<file path="src/rtl/regfile_wb_arbiter.sv">
// Arbitrates ALU/LSU writebacks onto the single regfile write port; 1-cycle grant-to-write, LSU priority.
// Readies are combinational and low under wb_stall or reset; define ARB_STARVE_EN for ALU starvation promotion.
module regfile_wb_arbiter #(
  parameter int XLEN         = 32,
  parameter int STARVE_LIMIT = 4
) (
  input  logic            clk,
  input  logic            rst_n,
  input  logic            wb_stall,
  input  logic            alu_valid,
  input  logic [4:0]      alu_rd,
  input  logic [XLEN-1:0] alu_data,
  output logic            alu_ready,
  input  logic            lsu_valid,
  input  logic [4:0]      lsu_rd,
  input  logic [XLEN-1:0] lsu_data,
  output logic            lsu_ready,
  output logic            write_en,
  output logic [4:0]      rd_addr,
  output logic [XLEN-1:0] data_in,
  output logic [4:0]      bypass_rd,
  output logic [XLEN-1:0] bypass_res
);

  typedef struct packed {
    logic [4:0]      rd;
    logic [XLEN-1:0] data;
  } wb_t;

  logic promote;

`ifdef ARB_STARVE_EN
  localparam int CNT_W = $clog2(STARVE_LIMIT + 1);
  localparam logic [CNT_W-1:0] CNT_MAX = CNT_W'(STARVE_LIMIT);

  logic [CNT_W-1:0] starve_cnt;

  assign promote = alu_valid && (starve_cnt == CNT_MAX);

  // Counts only cycles the ALU was refused while arbitration was live.
  always_ff @(posedge clk or negedge rst_n) begin
    if (!rst_n) begin
      starve_cnt <= '0;
    end else if (alu_ready) begin
      starve_cnt <= '0;
    end else if (alu_valid && !wb_stall && (starve_cnt != CNT_MAX)) begin
      starve_cnt <= starve_cnt + 1'b1;
    end
  end
`else
  // No starvation counter: LSU always outranks the ALU.
  assign promote = (STARVE_LIMIT < 0);
`endif

  assign lsu_ready = rst_n && !wb_stall && lsu_valid && !promote;
  assign alu_ready = rst_n && !wb_stall && alu_valid && !lsu_ready;

  wb_t win;
  always_comb begin
    win = '0;
    if (lsu_ready) begin
      win.rd   = lsu_rd;
      win.data = lsu_data;
    end else if (alu_ready) begin
      win.rd   = alu_rd;
      win.data = alu_data;
    end
  end

  wb_t  wb_q;
  logic we_q;

  // An x0 write consumes the slot but leaves the port and bypass all-zero.
  always_ff @(posedge clk or negedge rst_n) begin
    if (!rst_n) begin
      we_q <= 1'b0;
      wb_q <= '0;
    end else begin
      we_q <= (win.rd != 5'd0);
      wb_q <= (win.rd != 5'd0) ? win : '0;
    end
  end

  assign write_en   = we_q;
  assign rd_addr    = wb_q.rd;
  assign data_in    = wb_q.data;
  assign bypass_rd  = wb_q.rd;
  assign bypass_res = wb_q.data;

endmodule

</file>
<file path="config.mk">
export PLATFORM = sky130hd
export DESIGN_NAME = regfile_wb_arbiter
export DESIGN_NICKNAME = d
export VERILOG_FILES = /design/src/rtl/regfile_wb_arbiter.sv
export SDC_FILE = /design/constraint.sdc
export NUM_CORES = 1
export LEC_CHECK = 0
export CORE_UTILIZATION = 31
export DETAILED_ROUTE_END_ITERATION = 8
export GPL_TIMING_DRIVEN = 0
export PLACE_DENSITY = 0.85
export SLEW_MARGIN = 0
export SYNTH_ARGS = -nofsm -noshare
export SYNTH_HDL_FRONTEND = slang
export SYNTH_SLANG_ARGS = --single-unit
</file>
<file path="constraint.sdc">
create_clock -name clk -period 1.1 [get_ports clk]
set_input_delay 0.33 -clock clk [delete_from_list [all_inputs] [get_ports clk]]
set_output_delay 0.33 -clock clk [all_outputs]
set_load 0.03 [all_outputs]
</file>
==> flow_summary.yaml, run 1 <==
run_status:
  status: "finished, violations left"
  violations: "DRC, setup timing"
sta:
  timing.slew.headroom_pct: 71.64
  fmax_mhz: 773.5
  worst_pin_slew_ps: 424.1
  period_minus_slack_ps: 1293
  setup_violations: 101
  whs_ps: 313.9
  hold_violations: 0
  slew_violations: 0
  finalCritPeriodShare_pct: 117.5
  rsz0062_at_grt: "yes"
  setup_ws_ps: -192.8
setup_path:
  critical_path_class: "reg -> out"
  slowest_delay_ps: 410
  crit_chain: "buf_6, buf_6"
  cp.required_ps: 770
  cp-start-kind: "flop"
  crit_family: "flip-flops"
  cp_max_fo: 2
  slowest_stage: "dfrtp_1"
  crit_arrival_ps: 960
  worst-path-buf-inv: 2
  worstSetupEndpointType: "output pin"
  crit_top_cell: "buf_6"
place:
  portBuffers: 155
  dp_hpwl_mm: 5.178
  pre_cts_slack_ps: -1421
  gp_congestion: 0.7246
  dpl_cell_area_mm2: 0.003831
layout:
  mostFrequentLayoutCell: "buf_6"
  syn_to_final_growth_pct: 115.0
  final_cell_mix: "113 x buf_6, 64 x clkdlybuf4s50_1, 38 x dfrtp_1"
  design_area_mm2: 0.004561
  nets: 442
  layout-drive-gt1-share_pct: 57.42
  final.fill_count: 466
  antennaDiodeCount: 0
power_and_ir_drop:
  p_per_area_mw_per_mm2: 874.6
  power_leakage_nw: 2.054
  ir_drop_mv: 0.4385
floorplanning:
  start_util_pct: 32.84
  rows: 29
  ios: 156
  dieArea_mm2: 0.007176
  fp.coreArea_mm2: 0.006459
  die_w_um: 84.71
  die_h_um: 84.71
drt:
  drc: 10
  vias: 2141
  finalWirelength_mm: 7.302
  wire_per_inst_um: 16.56
  antenna_left: 0
  drt_iter0_markers: 63
  vias_per_cell: 4.855
  drtPass1Iterations: 6
synthesis:
  netlist_area_mm2: 0.002121
  yosys_warnings: 0
  synth_nets: 258
  syn_avg_cell_area_um2: 11.85
  synth-seq-cells: 38
  synthCells: 179
  synth.distinct_cells: 20
  seq_area_frac_synth_pct: 44.84
clock_network:
  cts_tree: "yes"
  cts_buffers: 5
  root_buffer: "clkbuf_8"
  clockBufferDepth: 2
  cts_sinks: 38
  clk_pin_slew_worst_paths_ps: 70
  cts-htree-levels: 2
grt:
  grt_first_pass_wirelength_mm: 11.36
  grtUsageTotal_pct: 20.63
  antenna_found_initial: 0
  grt_max_degree: 20
  first_global_vias: 2283
  grt-ovfl-total: 0
min_path:
  hp-class: "in -> reg"
job:
  cap_violations: 0
## stage by stage
stage	instances	utilization [%]	total power, W	setup TNS [ps]
2_1_floorplan	179	-	0.002113	-1201
3_3_place_gp	411	59.40	0.002691	-142470
3_5_place_dp	411	59.32	0.002712	-54620
4_1_cts	442	70.17	0.003998	-10250
5_1_grt	441	70.61	0.004158	-12850
6_report	441	70.61	0.003989	-10200
## report_power, final
part,leakage (nW),switching (W),internal (W),total (W)
logic,1.49,0.000647,0.000849,0.00150
registers,0.520,0.0000451,0.00145,0.00149
clock network,0.0482,0.000495,0.000506,0.00100
total,2.05,0.00119,0.00280,0.00399
## per-layer routing
metal	global-route usage, %	up-vias	routed length (um)
met5	0	-	0
met4	5.855	0	103
met3	4.818	13	455
met2	41.17	90	4252
met1	21.14	1036	2490
li1	-	1002	-
## synthesized netlist by cell type (all sizes together)
library cell	count	area, um^2
o21ai	2	10.00
dfrtp	38	950.9
a21oi	1	5.000
o31ai	1	12.51
buf	49	367.8
a211oi	32	385.4
nor3	1	5.000
clkbuf	6	30.02
nor2	7	26.28
nand2b	2	20.02
a22oi	37	277.8
inv	1	3.750
nor2b	1	6.260
o221a	1	20.02
## timing repair
| item | 4_1_cts | 5_1_grt |
|---|---|---|
| hold buffers | 2 | 0 |
| cloned | 6 | 0 |
| hold endpoints to repair | 38 | 0 |
| setup buffers | 16 | 0 |
| pin swaps | 8 | 6 |
| setup endpoints to repair | 115 | 109 |
| resized for setup | 630 | 19 |
## state kept, by name, indices dropped and copies added, names as in the netlist
signal      cells
bypass_rd       5
bypass_res     32
write_en        1
## worst paths after layout
path | start | end | slack [ps] | depth (start not counted)
setup / recovery | bypass_rd[2]$_DFF_PN0_ | rd_addr[2] | -190 | 2
hold / removal | alu_rd[4] | bypass_rd[4]$_DFF_PN0_ | 310 | 3
max in group asynchronous | rst_n | bypass_res[25]$_DFF_PN0_ | 310 | 2
min in group asynchronous | rst_n | bypass_res[26]$_DFF_PN0_ | 500 | 2
## worst min-delay path, stage by stage
cell and delay, ps:
buf_2 100, a22oi_1 60, nor2_1 80
## final cells by class
cell class	instances	area (um^2)	area share (%)
Sequential cell	38	950.9	20.85
Multi-Input combinational cell	85	818.3	17.94
Buffer	55	639.4	14.02
Inverter	1	3.754	0.08230
Clock inverter	1	5.005	0.1097
Clock buffer	7	86.33	1.893
Tap cell	77	96.34	2.112
Timing Repair Buffer	177	1961	42.99
## cell families after synthesis
| kind of cell | synth area share, % |
|---|---|
| simple gates | 2.714 |
| flops | 44.84 |
| compound gates | 33.51 |
| buf+inv | 18.94 |
(Power assumes the default switching activity.)
==> inputs of run 2 (changes only) <==
- SLEW_MARGIN: 0 -> not set
==> results of run 2 <==
No change in the layout: final DEF, timing and power equal those of run 1.
==> inputs of run 3 (changes only) <==
- SLEW_MARGIN: not set -> 5
==> run 3 against run 2 <==
The run still ends with DRC, setup timing left; largest power group unchanged; worst setup slack improved by 10 ps; sequential cell count unchanged; die area unchanged; largest cell class unchanged; utilization increased by 1.1 points; critical path type unchanged.
==> flow_summary.yaml, run 3 (synthesized netlist as in run 1, its figures left out) <==
run_status:
  status: "finished, violations left"
  violations: "DRC, setup timing"
setup_path:
  cp.required_ps: 770
  crit_arrival_ps: 950
  critical_path_class: "reg -> out"
  crit_chain: "buf_6, buf_6"
  crit_top_cell: "buf_6"
  crit_family: "flip-flops"
  cp_max_fo: 2
  crit_start: "bypass_res[8]$_DFF_PN0_"
  worstSetupEndpointType: "output pin"
  worst-path-buf-inv: 2
  slowest_stage: "dfrtp_1"
  critical_path_depth: 2
  cp-start-kind: "flop"
  slowest_delay_ps: 410
place:
  pre_cts_slack_ps: -1432
  portBuffers: 155
  dp_hpwl_mm: 5.302
  gp_congestion: 0.7246
  dpl_cell_area_mm2: 0.003859
sta:
  rsz0062_at_grt: "yes"
  slew_violations: 0
  hold_violations: 0
  timing.slew.headroom_pct: 67.59
  worst_pin_slew_ps: 484.6
  tns_ps: -9205
  setup_ws_ps: -182.7
  finalCritPeriodShare_pct: 116.6
  whs_ps: 320.0
  setup_violations: 87
  fmax_mhz: 779.6
  period_minus_slack_ps: 1283
power_and_ir_drop:
  ir_drop_mv: 0.4701
  p_sw_share_pct: 29.41
  p_per_area_mw_per_mm2: 866.4
  power_frac_seq_pct: 37.2
  power_leakage_nw: 2.090
  power.internal_w: 0.002834
  combPwrFrac_pct: 38.3
  p_sw_w: 0.001181
  p_clk_share_pct: 24.5
layout:
  multi_input_area_um2: 817.0
  layout-drive-gt1-share_pct: 58.76
  syn_to_final_growth_pct: 118.5
  register_area_um2: 950.9
  largest_reg_flops: 32
  mostFrequentLayoutCell: "buf_6"
  nets: 449
  design_area_mm2: 0.004634
  antennaDiodeCount: 0
  final.fill_count: 481
  final_cell_mix: "118 x buf_6, 64 x clkdlybuf4s50_1, 38 x dfrtp_1"
  fin_util_pct: 71.76
grt:
  grt_first_pass_wirelength_mm: 11.54
  first_global_vias: 2359
  grt-ovfl-total: 0
  grt_max_degree: 12
  grtUsageTotal_pct: 20.73
  antenna_found_initial: 0
drt:
  drc: 10
  finalWirelength_mm: 7.438
  wl_met2_mm: 4.402
  vias_per_cell: 4.853
  drtPass1Iterations: 9
  wl_met1_mm: 2.559
  wire_per_inst_um: 16.60
  wl_met3_um: 421
  drt_iter0_markers: 57
  top_layer: "met4"
  vias: 2174
  antenna_left: 0
floorplanning:
  die_h_um: 84.71
  die_w_um: 84.71
  rows: 29
  dieArea_mm2: 0.007176
  fp.coreArea_mm2: 0.006459
  start_util_pct: 32.84
  ios: 156
clock_network:
  cts-htree-levels: 2
  cts_buffers: 5
  root_buffer: "clkbuf_8"
  clk_pin_slew_worst_paths_ps: 70
  cts_sinks: 38
  clockBufferDepth: 2
  cts_tree: "yes"
min_path:
  hp-class: "in -> reg"
  whs_path_depth: 3
  min_from: "alu_rd[2]"
job:
  cap_violations: 0
==> run 3: repair_timing <==
action	4_1_cts	5_1_grt
hold buffers	2	1
resized for setup	631	32
cloned	6	0
setup endpoints to repair	115	110
pin swaps	8	10
endpoints found under the hold margin	18	10
setup buffers	18	3
==> run 3: cell type report <==
type / instances / area share [%]
timing repair buffer: 185 / 44.22
sequential: 38 / 20.52
multi-input combinational: 85 / 17.63
buffer: 54 / 13.44
tap: 77 / 2.079
clock buffer: 7 / 1.863
inverter: 1 / 0.1350
clock inverter: 1 / 0.1080
==> run 3: worst paths after layout <==
path	end	slack [ps]
max in group asynchronous	bypass_res[5]$_DFF_PN0_	120
min in group asynchronous	bypass_res[7]$_DFF_PN0_	510
worst max-delay path	data_in[8]	-180
worst min-delay path	bypass_rd[2]$_DFF_PN0_	320
==> run 3: layer usage <==
metal	vias up	global-route usage, %
li1	1027	-
met1	1055	21.20
met2	84	42.65
met3	8	4.621
met4	0	3.698
met5	-	0
==> run 3: power by group through the flow <==
stage	clock network [W]	logic [W]	registers [W]
2_1_floorplan	0	0.000515	0.00160
3_3_place_gp	0	0.00119	0.00150
3_5_place_dp	0	0.00123	0.00150
4_1_cts	0.00100	0.00152	0.00149
5_1_grt	0.00108	0.00162	0.00150
6_report	0.000984	0.00154	0.00149
==> run 3: tightest hold or removal path, delay by kind of cell <==
| kind | cells | cell delay (ps) |
|---|---|---|
| simple gates | 1 | 80 |
| buf+inv | 1 | 100 |
| compound gates | 1 | 60 |
==> run 3: metrics by stage <==
step	power, W	std cells
floorplan	0.002113	179
global placement	0.002691	411
detailed placement	0.002726	412
CTS	0.004010	446
global route	0.004201	448
finish	0.004015	448
